$ cat config.mk
export PLATFORM = sky130hd
export DESIGN_NAME = nes_joypad
export DESIGN_NICKNAME = d
export VERILOG_FILES = /design/src/rtl/nes_joypad.sv
export SDC_FILE = /design/constraint.sdc
export NUM_CORES = 1
export LEC_CHECK = 0
export ABC_AREA = 1
export BUFFER_PORTS_ARGS = -buffer_cell sky130_fd_sc_hd__buf_2
export CORE_UTILIZATION = 58
export DETAILED_ROUTE_END_ITERATION = 10
export GPL_TIMING_DRIVEN = 0
export PLACE_DENSITY = 0.75
export SYNTH_ARGS = -nofsm -noshare
export SYNTH_HDL_FRONTEND = slang
export SYNTH_SLANG_ARGS = --single-unit
$ cat constraint.sdc
create_clock -name clk -period 2.3 [get_ports clk]
set_input_delay 0.46 -clock clk [delete_from_list [all_inputs] [get_ports clk]]
set_output_delay 0.46 -clock clk [all_outputs]
set_load 0.005 [all_outputs]
$ cat src/rtl/nes_joypad.sv
// NES controller port: per-button synchronizer and debouncer feeding the
// $4016 strobe/serial-shift interface; $4017 reports an empty second port.
module nes_joypad #(
  parameter int DEBOUNCE_CYCLES = 250000
) (
  input  logic        clk,
  input  logic        reset,
  input  logic [7:0]  btn_raw,
  input  logic [15:0] cpu_addr,
  input  logic        cpu_we,
  input  logic        cpu_re,
  input  logic [7:0]  cpu_wdata,
  output logic [7:0]  cpu_rdata,
  output logic        rd_hit,
  output logic [7:0]  btn_state
);

  localparam int CW = $clog2(DEBOUNCE_CYCLES);
  localparam logic [CW-1:0] CNT_LAST = CW'(DEBOUNCE_CYCLES - 1);

  logic [7:0]    sync_a;
  logic [7:0]    sync_b;
  logic [7:0]    stable;
  logic [CW-1:0] cnt [8];

  logic          strobe;
  logic [7:0]    shift;

  logic          sel_4016;
  logic          sel_4017;
  logic          wr_4016;
  logic          rd_4016;
  logic          rd_4017;
  logic          unused_wdata;

  always_comb begin
    sel_4016 = (cpu_addr == 16'h4016);
    sel_4017 = (cpu_addr == 16'h4017);
    wr_4016  = cpu_we && sel_4016;
    // A simultaneous write wins; the read half of the cycle is dropped.
    rd_4016  = cpu_re && !cpu_we && sel_4016;
    rd_4017  = cpu_re && !cpu_we && sel_4017;
  end

  assign unused_wdata = ^cpu_wdata[7:1];
  assign btn_state    = stable;

  always_ff @(posedge clk) begin
    if (reset) begin
      sync_a <= 8'h00;
      sync_b <= 8'h00;
      stable <= 8'h00;
      for (int i = 0; i < 8; i++) cnt[i] <= '0;
    end else begin
      sync_a <= btn_raw;
      sync_b <= sync_a;
      for (int i = 0; i < 8; i++) begin
        if (sync_b[i] == stable[i]) begin
          cnt[i] <= '0;
        end else if (cnt[i] == CNT_LAST) begin
          stable[i] <= sync_b[i];
          cnt[i]    <= '0;
        end else begin
          cnt[i] <= cnt[i] + CW'(1);
        end
      end
    end
  end

  // Strobe high keeps the shifter tracking the live buttons, including the
  // edge on which a write drops it, so the first read returns current A.
  always_ff @(posedge clk) begin
    if (reset) begin
      strobe    <= 1'b0;
      shift     <= 8'hFF;
      cpu_rdata <= 8'h00;
      rd_hit    <= 1'b0;
    end else begin
      rd_hit <= 1'b0;
      if (wr_4016) strobe <= cpu_wdata[0];

      if (strobe) begin
        shift <= stable;
      end else if (rd_4016) begin
        shift <= {1'b1, shift[7:1]};
      end

      if (rd_4016) begin
        cpu_rdata <= {7'b0100000, shift[0]};
        rd_hit    <= 1'b1;
      end else if (rd_4017) begin
        cpu_rdata <= 8'h40;
        rd_hit    <= 1'b1;
      end
    end
  end

endmodule

* Word level (Yosys, flattened, before mapping) *
Memories as Yosys holds them, arrays and structs flattened.
Cells that the tools add are included.

storage, ports and cells
  bits in writable memories = 144
  memories = 1
  bits in registers = 36
  bits of input ports = 36
  word-level logic and storage cells = 208
  output and inout bits = 17

operators by class
  bitwise gates (word level) = 32
  reductions and logical operators = 15
  mux-type cells = 120
  equal/unequal tests = 18
  add/subtract/negate cells = 8

memories
  memory  depth  bits a word  read ports  clocked after memory_dff  write ports  line  source
  cnt     8      18           8           0                         8            24    logic [CW-1:0] cnt [8];

operators by type and width
  cell                     count
  $mux W18                 24
  $add A18 B1 Y18 const B  8
  $eq A18 B18 Y1 const B   8
  $mux W1                  92
  $eq A16 B15 Y1 const B   2
  $or A1 B1 Y1             24
  $mux W8                  2
  $reduce_and A2 Y1        8
  $mux W7                  2
  $eq A1 B1 Y1             8
  $not A1 Y1               8
  $logic_and A1 B1 Y1      4
  $reduce_bool A2 Y1       2
  $logic_not A1 Y1         1

* Logic depth before layout (Yosys ltp) *
Gate-level depths: netlist of the first run.
An unclocked memory read counts as a cell.

  depth in word-level cells = 8
  gate-level depth with buffers = 11
  depth with buffers taken out = 10

* Worst setup path after synthesis of the first run *
No wires, ideal clock.

  path type = register -> register
  from = memory cnt[1][54] in the netlist's numbering
  to = memory cnt[1][62] in the netlist's numbering (data pin)
  setup slack = 610 ps
  buffers on the path = 1
  library setup time = 254 ps
  period minus slack after synthesis = 1690 ps
  arrival time = 1436 ps
  required time = 2046 ps
  stages on the path, launching flop included = 9
  path through = edfxtp_1 > ha_1 > nand3_2 > or2_1 > nor2_2 > nand2_2 > nand2_4 > buf_6 > nor2_1

RTL lines
  what                line
  start: declaration  24

==> impl_metrics.json, run 1 <==
{
  "drtIter0Drc": 435,
  "initial_core_util": 0.5970,
  "ys_top_cells_by_area": "edfxtp_1 43%, nand2_1 10%, nor2_1 9.1%",
  "post-place-ws_ps": 183.6,
  "maxCapViolCount": 0,
  "status": "complete, no violations",
  "grt_max_degree": 17,
  "p_int_mw": 5.589,
  "cpPeakStageDelay_ps": 470,
  "skew_ps": 8.040,
  "p_comb_frac": 0.048,
  "p_sw_frac": 0.2156,
  "yosysWarnings": 0,
  "worstPathRequired_ps": 2480,
  "cp.arrival_ps": 2160,
  "firstDrtPassIters": 5,
  "post-cts-setup-buffer-count": 0,
  "insertion_delay_ps": 430,
  "path_clk_slew_ps": 70,
  "max_freq_ghz": 0.5065,
  "rsz0062_at_grt": "false",
  "cts_inserted_buffers": 17,
  "endpoint": "cnt[0][66]$_SDFFCE_PN0P_",
  "path_delay_family": "simple AND/OR/NAND/NOR gates",
  "period_needed_ps": 1974,
  "yosysTopAreaCell": "edfxtp_1",
  "drv_slew": 0,
  "clockBufferDepth": 2,
  "critPathLaunch": "cnt[0][54]$_SDFFCE_PN0P_",
  "wirelength_mm": 19.77,
  "dpl_cell_area_mm2": 0.01099,
  "place_inst": 1629,
  "cts_tree": "built",
  "fill_cells": 1379,
  "cp_common_cell": "nand2_1",
  "core_area_mm2": 0.01670,
  "multiInputGateArea_mm2": 0.004811,
  "synth_top_area_frac": 0.4337,
  "yosysSeqAreaShare": 0.5060,
  "crit_cells": 11,
  "peakVddDrop_mv": 0.5179,
  "min_period_over_period": 0.8583,
  "r2r-start": "cnt[0][54]$_SDFFCE_PN0P_",
  "path_max_fanout": 10,
  "powerDensity_mw_per_mm2": 613.0,
  "critPathCaptureType": "flip-flop",
  "regArea_mm2": 0.005045,
  "worst-path-buf-inv": 3,
  "finalSetupTns_ps": 0,
  "crit_path_start_kind": "flip-flop",
  "synth_edf_count": 144,
  "ys_async_sr_fraction": 0,
  "layout.nets": 1472,
  "crit_slowest_cell": "edfxtp_1",
  "power.switching_mw": 1.536,
  "max_slew_margin": 0.5492,
  "reg2reg_slack_ps": 330,
  "synth.avg_cell_area_um2": 8.153,
  "clock-root-buffer": "clkbuf_16",
  "min-delay-path-class": "input port to flip-flop",
  "dpl.hpwl_mm": 14.80,
  "antenna_left": 0,
  "layout-drive-gt1-share": 0.08466,
  "worst_pin_slew_ps": 676.2,
  "cts-htree-levels": 4,
  "place_congestion": 0.9186,
  "grt_overflow": 0,
  "num_rows": 47,
  "syn_inst": 1223,
  "drt-wirelength-per-cell_um": 11.90,
  "cts.sinks": 180,
  "hold_violations": 0,
  "grtUsageTotal": 0.2325,
  "diodes": 0,
  "worst-r2r-cell-count": 11,
  "ioPinCount": 53,
  "drc": 0,
  "finalWorstSetupSlack_ps": 325.8,
  "cts_resized": 0,
  "ys_types": 35,
  "synth_seq_cells": 180,
  "first_global_vias": 7584,
  "cp_cell_sequence": "ha_1 -> nand2_1 -> inv_1 -> nand2_2 -> inv_1 -> nand2_1 -> nor2_1 -> nand2_1 -> nand2_2 -> buf_6 -> nor2_1",
  "setup_violations": 0,
  "seq_power_share": 0.526,
  "die_height_um": 133.1,
  "syn_to_final_growth_pct": 16.58,
  "port_buffers": 38,
  "p_leak_nw": 4.793,
  "regToRegEndpoint": "cnt[0][66]$_SDFFCE_PN0P_",
  "path_class": "flip-flop to flip-flop",
  "vias": 8164,
  "antenna_found_initial": 0,
  "viasPerCell": 4.915,
  "synth_ff_type": "edfxtp_1",
  "fin_cells": 1661,
  "grt_pass1_wl_mm": 33.26,
  "design_area_mm2": 0.01162,
  "cts.hold.buffers_added": 0,
  "syn-cell-area_mm2": 0.009971,
  "p_clk_frac": 0.425,
  "die_area_mm2": 0.01772,
  "die_w_um": 133.1
}
[synthesized netlist by cell type, drive strengths merged (5+ instances only)]
cell / count
buf: 15
inv: 139
nand3: 80
nor2: 250
xnor2: 19
or2: 18
edfxtp: 144
dfxtp: 36
nand3b: 10
o21ai: 20
nand2: 278
nand4: 42
nor3: 41
a21oi: 75
ha: 8
clkbuf: 5
xor2: 36
[cells in the final DEF, fill, tap and decap left out, types with 5 or more instances in the layout]
cell,synthesis,final
edfxtp_1,144,144
nor2_2,6,6
buf_4,8,8
or2_0,5,5
buf_6,5,5
nand3_1,77,77
o21ai_0,19,19
or2_2,10,10
nand2_2,8,8
xor2_1,36,36
inv_1,139,139
nand3b_1,10,10
clkbuf_16,0,20
conb_1,2,150
ha_1,8,8
nand2_1,266,266
clkbuf_8,0,5
dfxtp_1,36,36
nor3_1,36,36
a21oi_1,75,75
xnor2_1,19,19
buf_2,2,40
nand4_1,42,42
nor2_1,243,243
clkbuf_1,5,7
[logic make-up after synthesis]
logic type,after synthesis,synth area share
simple gates,720,0.3176
flops,180,0.5060
buf+inv,160,0.06726
compound gates,98,0.05007
xor+xnor,55,0.04831
fa+ha+maj,8,0.01004
other cells,2,0.0007532
[power by group through the flow]
stage	clock, mW	sequential [mW]	combinational [mW]
global route	3.19	3.77	0.402
detailed placement	0	3.82	0.334
floorplan	0	3.79	0.259
finish	3.03	3.75	0.345
global placement	0	3.81	0.327
CTS	3.09	3.75	0.338
[worst min path at each step]
stage | slack, ps | start | endpoint | cells after the start
3_5_place_dp | 400 | sync_a[4]$_SDFF_PP0_ | sync_b[4]$_SDFF_PP0_ | 2
5_1_grt | 240 | btn_raw[4] | sync_a[4]$_SDFF_PP0_ | 3
3_3_place_gp | 390 | sync_a[1]$_SDFF_PP0_ | sync_b[1]$_SDFF_PP0_ | 2
2_1_floorplan | 390 | sync_a[0]$_SDFF_PP0_ | sync_b[0]$_SDFF_PP0_ | 2
4_1_cts | 230 | btn_raw[4] | sync_a[4]$_SDFF_PP0_ | 3
6_report | 240 | btn_raw[4] | sync_a[4]$_SDFF_PP0_ | 3
[layer usage]
layer	track usage	part of all wire
met4	0.08396	0.013
met1	0.3015	0.47
met2	0.3982	0.48
met5	0	0
met3	0.03311	0.035
[per-stage QoR]
step | utilization | hold slack, ps | total power, mW
final | 0.6960 | 239.2 | 7.125
after global routing | 0.6960 | 240.2 | 7.363
after global placement | 0.6582 | 389.8 | 4.140
after detailed placement | 0.6582 | 398.0 | 4.153
after floorplan | - | 388.3 | 4.045
after CTS | 0.6960 | 227.5 | 7.174
[flip-flops by register name (all words and copies together) (netlist names)]
name / flops
rd_hit: 1
cnt: 144
btn_state: 8
cpu_rdata: 2
sync_a: 8
sync_b: 8
shift: 8
strobe: 1
[tightest hold or removal path, cell delays in order]
cell	delay, ps
buf_2	90
inv_1	40
nor2_1	30
[layout make-up]
type	instances	share of cell area
flip-flops and latches	180	0.4340
multi-input cells	1031	0.4139
clock buffers	27	0.04962
inverters	140	0.04521
well taps	220	0.02368
repair buffers	38	0.01636
plain buffers	20	0.01249
clock inverters	5	0.004736
No activity file was read; power rests on OpenSTA's default activity.
==> inputs of run 2 (changes only) <==
Settings changed: CELL_PAD_IN_SITES_DETAIL_PLACEMENT from default to 0, CELL_PAD_IN_SITES_GLOBAL_PLACEMENT from default to 2, CORE_ASPECT_RATIO from default to 1.5, CORE_UTILIZATION 58 to 38, PLACE_DENSITY 0.75 to 0.8.
==> run 2 against run 1 <==
First-iteration DRC count is 24% lower. Sequential power hardly changed. Routed wire length is 8.9% higher. Count of clock-buffer cells in the layout is 5 lower. Clock skew hardly changed. Sequential share of layout area is 0.43 points lower. Global-route usage is 6.0 points lower. Worst hold slack worse by 24 ps. Combinational power is 1% lower. Non-clock buffer count stayed put. Critical path type unchanged. Largest power group unchanged. Highest routed layer unchanged.
==> impl_metrics.json, run 2 (synthesized netlist as in run 1, its figures left out) <==
{
  "grtUsageTotal": 0.1726,
  "place_congestion": 0.7900,
  "path_delay_family": "simple AND/OR/NAND/NOR gates",
  "die_height_um": 200.4,
  "cp_common_cell": "nand2_1",
  "largest_reg_flops": 144,
  "cts_inserted_buffers": 17,
  "worst-path-buf-inv": 3,
  "antenna_left": 0,
  "ioPinCount": 53,
  "fill_cells": 2717,
  "worst-r2r-cell-count": 11,
  "path_clk_slew_ps": 70,
  "antenna_found_initial": 0,
  "layout-drive-gt1-share": 0.08466,
  "p_int_mw": 5.485,
  "port_buffers": 38,
  "maxCapViolCount": 0,
  "core_area_mm2": 0.02576,
  "peakVddDrop_mv": 0.5467,
  "seq_power_share": 0.528,
  "grt_overflow": 0,
  "reg2reg_slack_ps": 210,
  "setup_violations": 0,
  "p_clk_frac": 0.424,
  "max_slew_margin": 0.6065,
  "p_total_mw": 7.096,
  "drtIter0Drc": 331,
  "critPathLaunch": "cnt[0][54]$_SDFFCE_PN0P_",
  "initial_core_util": 0.3870,
  "regToRegEndpoint": "cnt[0][66]$_SDFFCE_PN0P_",
  "worstPathRequired_ps": 2490,
  "cp_cell_sequence": "ha_1 -> nand2_1 -> inv_1 -> nand2_2 -> inv_1 -> nand2_1 -> nor2_1 -> nand2_1 -> nand2_2 -> buf_6 -> nor2_1",
  "power.switching_mw": 1.612,
  "dpl_cell_area_mm2": 0.01113,
  "cts-htree-levels": 4,
  "firstDrtPassIters": 4,
  "drt-wirelength-per-cell_um": 12.13,
  "insertion_delay_ps": 440,
  "hold_depth": 3,
  "cpPeakStageDelay_ps": 470,
  "clock-root-buffer": "clkbuf_16",
  "viasPerCell": 4.432,
  "max_freq_ghz": 0.4784,
  "p_sw_frac": 0.2271,
  "status": "complete, no violations",
  "wirelength_mm": 21.52,
  "first_global_vias": 7699,
  "worst_pin_slew_ps": 590.3,
  "clockBufferDepth": 2,
  "rsz0062_at_grt": "false",
  "cts_tree": "built",
  "post-cts-setup-buffer-count": 0,
  "p_comb_frac": 0.048,
  "critPathCaptureType": "flip-flop",
  "die_w_um": 134.3,
  "hold_end": "sync_a[1]$_SDFF_PP0_",
  "grt_max_degree": 17,
  "num_rows": 72,
  "syn_to_final_growth_pct": 17.74,
  "hp-start": "btn_raw[1]",
  "skew_ps": 7.703,
  "hold_violations": 0,
  "final_common_cell": "nand2_1",
  "grt_pass1_wl_mm": 36.43,
  "crit_path_start_kind": "flip-flop",
  "powerDensity_mw_per_mm2": 604.5,
  "finalSetupTns_ps": 0,
  "min_period_over_period": 0.9089,
  "drv_slew": 0,
  "cp.arrival_ps": 2280,
  "p_leak_nw": 4.772,
  "crit_slowest_cell": "edfxtp_1",
  "diodes": 0,
  "path_class": "flip-flop to flip-flop",
  "cts.sinks": 180,
  "vias": 7862,
  "layout_common_cells": "266 x nand2_1, 242 x nor2_1, 150 x conb_1",
  "min-delay-path-class": "input port to flip-flop",
  "drc": 0,
  "top_register": "cnt",
  "design_area_mm2": 0.01174,
  "dpl.hpwl_mm": 16.79,
  "die_area_mm2": 0.02690,
  "r2r-start": "cnt[0][54]$_SDFFCE_PN0P_",
  "path_max_fanout": 10,
  "period_needed_ps": 2090,
  "layout.nets": 1472
}
## run 2: changes by cell type in the layout (fill, tap and decap cells not counted), moves of 2 or more
cell       previous run  this run
clkbuf_16            20        18
clkbuf_8              5         2
clkinv_2              2         0
clkinv_4              1         3
## run 2: metal layers
| layer | vias to the layer above | wire length, µm | global-route usage |
|---|---|---|---|
| li1 | 4284 | - | - |
| met1 | 3478 | 9115 | 0.1896 |
| met2 | 72 | 11380 | 0.3231 |
| met3 | 28 | 540 | 0.02582 |
| met4 | 0 | 484 | 0.07464 |
| met5 | - | 0 | 0 |
## run 2: area by class of cell
cell class / count / area [µm²] / area share
clock inverter: 10 / 118.9 / 0.01012
timing repair buffer: 38 / 190.2 / 0.01620
tap: 333 / 416.7 / 0.03549
sequential: 180 / 5045 / 0.4297
buffer: 20 / 145.1 / 0.01236
multi-input combinational: 1031 / 4813 / 0.4100
inverter: 140 / 525.5 / 0.04476
clock buffer: 22 / 485.5 / 0.04135
## run 2: timing repair
| action | 4_1_cts | 5_1_grt |
|---|---|---|
| endpoints found under the setup margin | 0 | 4 |
| endpoints found under the hold margin | 0 | 0 |
| hold buffers | 0 | 0 |
| gates resized for setup | 0 | 1 |
## run 2: worst max path at each step
stage | to | slack, ps | cells past startpoint
floorplan | cnt[1][62]$_SDFFCE_PP0P_ | 610 | 8
global placement | cnt[1][34]$_SDFFCE_PN0P_ | 170 | 9
detailed placement | cnt[0][66]$_SDFFCE_PN0P_ | 170 | 11
CTS | cnt[0][66]$_SDFFCE_PN0P_ | 170 | 11
global route | cnt[0][64]$_SDFFCE_PN0P_ | 2 | 11
finish | cnt[0][66]$_SDFFCE_PN0P_ | 210 | 11
## run 2: stage by stage
step	hold WS [ps]	utilization	worst slack, ps	instances
after global routing	206.5	0.4557	1.977	1774
after CTS	190.4	0.4556	169.3	1774
after floorplan	388.3	-	609.8	1371
after detailed placement	393.3	0.4321	172.3	1742
after global placement	390.9	0.4321	173.1	1742
final	215.4	0.4557	209.5	1774
## run 2: worst reg2reg max path: stages (launching register included)
cell and delay [ps]:
edfxtp_1 470, ha_1 210, nand2_1 50, inv_1 110, nand2_2 100, inv_1 60
nand2_1 40, nor2_1 230, nand2_1 100, nand2_2 220, buf_6 190, nor2_1 60
## run 2: power by group through the flow
stage | logic (mW) | registers, mW | clock network, mW
2_1_floorplan | 0.259 | 3.79 | 0
3_3_place_gp | 0.339 | 3.82 | 0
3_5_place_dp | 0.339 | 3.82 | 0
4_1_cts | 0.341 | 3.75 | 3.12
5_1_grt | 0.403 | 3.77 | 3.21
6_report | 0.340 | 3.75 | 3.01
==> inputs of run 3 (changes only) <==
--- a/config.mk
+++ b/config.mk
@@ -12,2 +12,3 @@
 export CORE_ASPECT_RATIO = 1.5
+export CORE_MARGIN = 4
 export CORE_UTILIZATION = 38
==> constraint.sdc (replaced) <==
create_clock -name clk -period 2.3 [get_ports clk]
set_input_delay 0.115 -clock clk [delete_from_list [all_inputs] [get_ports clk]]
set_output_delay 0.115 -clock clk [all_outputs]
set_load 0.005 [all_outputs]
==> run 3 against run 2 <==
Register-to-register slack barely moved. Maximum frequency decreased by 0.71%. Combinational power grew 4%. Routed wire length increased by 2.3%. Sequential share of layout area decreased by 0.27 points. Cell count rose by 0.56%. Total power is 1.1% lower. Largest cell class unchanged.
==> impl_metrics.json, run 3 (synthesized netlist as in run 1, its figures left out) <==
{
  "drt-wirelength-per-cell_um": 12.34,
  "top_register": "cnt",
  "cts-htree-levels": 4,
  "p_leak_nw": 4.805,
  "cts_resized": 0,
  "firstDrtPassIters": 7,
  "path_clk_slew_ps": 70,
  "fin_cells": 1784,
  "crit_path_start_kind": "flip-flop",
  "endpoint": "cnt[1][28]$_SDFFCE_PN0P_",
  "final_common_cell": "nand2_1",
  "syn_to_final_growth_pct": 18.50,
  "post-place-ws_ps": 166.4,
  "rsz0062_at_grt": "false",
  "clock-root-buffer": "clkbuf_16",
  "grt_pass1_wl_mm": 37.05,
  "max_slew_margin": 0.6027,
  "p_total_mw": 7.021,
  "layout.nets": 1482,
  "cpPeakStageDelay_ps": 380,
  "setup_violations": 0,
  "first_global_vias": 7932,
  "wl_met3_um": 564,
  "diodes": 0,
  "worst_pin_slew_ps": 595.9,
  "status": "complete, no violations",
  "cp_cell_sequence": "ha_1 -> nand2_1 -> nor2_1 -> nand2_1 -> nor2_1 -> nand2_1 -> nand2_4 -> buf_6 -> nor2_1",
  "wl_met2_mm": 11.76,
  "grtUsageTotal": 0.1578,
  "dpl_cell_area_mm2": 0.01113,
  "top_layer": "met4",
  "hold_violations": 0,
  "max_freq_ghz": 0.4750,
  "die_height_um": 206.4,
  "design_area_mm2": 0.01182,
  "wirelength_mm": 22.01,
  "die_w_um": 140.3,
  "core_area_mm2": 0.02585,
  "reg2reg_slack_ps": 190,
  "vias": 8026,
  "worstPathRequired_ps": 2490,
  "maxCapViolCount": 0,
  "clockBufferDepth": 2,
  "cts_inserted_buffers": 17,
  "path_delay_family": "simple AND/OR/NAND/NOR gates",
  "initial_core_util": 0.3856,
  "worst-path-buf-inv": 1,
  "grt_max_degree": 17,
  "finalSetupTns_ps": 0,
  "wl_met1_mm": 9.267,
  "peakVddDrop_mv": 0.4818,
  "viasPerCell": 4.499,
  "place_congestion": 0.7995,
  "min-delay-path-class": "input port to flip-flop",
  "antenna_found_initial": 0,
  "cts_tree": "built",
  "finalWorstSetupSlack_ps": 194.6,
  "ioPinCount": 53,
  "grt_overflow": 0,
  "place_inst": 1742,
  "layout_common_cells": "266 x nand2_1, 243 x nor2_1, 150 x conb_1",
  "critPathCaptureType": "flip-flop",
  "layout-drive-gt1-share": 0.08546,
  "r2r-start": "cnt[1][18]$_SDFFCE_PN0P_",
  "antenna_left": 0,
  "drc": 0,
  "dpl.hpwl_mm": 17.04,
  "drv_slew": 0,
  "insertion_delay_ps": 430,
  "path_class": "flip-flop to flip-flop",
  "crit_slowest_cell": "edfxtp_1",
  "num_rows": 72,
  "skew_ps": 10.61,
  "port_buffers": 38,
  "critPathLaunch": "cnt[1][18]$_SDFFCE_PN0P_",
  "cp.arrival_ps": 2300,
  "worst-r2r-cell-count": 9,
  "powerDensity_mw_per_mm2": 594.2,
  "drtIter0Drc": 300,
  "crit_cells": 9,
  "period_needed_ps": 2105,
  "path_max_fanout": 10,
  "die_area_mm2": 0.02895,
  "cts.sinks": 180,
  "regToRegEndpoint": "cnt[1][28]$_SDFFCE_PN0P_",
  "largest_reg_flops": 144,
  "min_period_over_period": 0.9154
}
-- run 3: repair_timing --
action / 4_1_cts / 5_1_grt
endpoints found under the setup margin: 0 / 0
setup buffers: 0 / 0
hold endpoints to repair: 10 / 0
hold buffers: 10 / 0
-- run 3: worst min-delay path by stage --
stage	from	end	slack, ps	cells after the start
global placement	btn_raw[4]	sync_a[4]$_SDFF_PP0_	320	3
detailed placement	btn_raw[2]	sync_a[2]$_SDFF_PP0_	320	3
floorplan	btn_raw[0]	sync_a[0]$_SDFF_PP0_	220	2
finish	cpu_we	strobe$_SDFFE_PP0P_	70	4
global route	cpu_we	strobe$_SDFFE_PP0P_	60	4
CTS	cpu_we	strobe$_SDFFE_PP0P_	40	4
-- run 3: stage by stage --
step	hold WS [ps]	util
floorplan	222.0	-
CTS	39.93	0.4570
global route	62.26	0.4570
finish	66.05	0.4570
global placement	323.8	0.4306
detailed placement	324.2	0.4306
-- run 3: worst reg2reg max path, stage by stage, from the launching register on --
cell and delay, ps:
edfxtp_1 380, ha_1 170, nand2_1 90, nor2_1 270
nand2_1 130, nor2_1 260, nand2_1 180, nand2_4 160
buf_6 170, nor2_1 60
-- run 3: metal layers --
layer	vias to the layer above	track usage
met2	82	0.3036
met1	3617	0.1724
met4	0	0.05263
met5	-	0
li1	4300	-
met3	27	0.02894
-- run 3: area by class of cell --
class / count / area [µm²]
fill: 2705 / 14040
sequential: 180 / 5045
multi-input combinational: 1031 / 4811
inverter: 140 / 525.5
clock buffer: 19 / 464.2
tap: 333 / 416.7
timing repair buffer: 48 / 290.3
buffer: 20 / 145.1
clock inverter: 13 / 117.6
-- run 3: where the power goes --
group | internal, mW | switching [mW]
combinational | 0.131 | 0.224
clock | 1.60 | 1.32
sequential | 3.63 | 0.114
total | 5.36 | 1.66
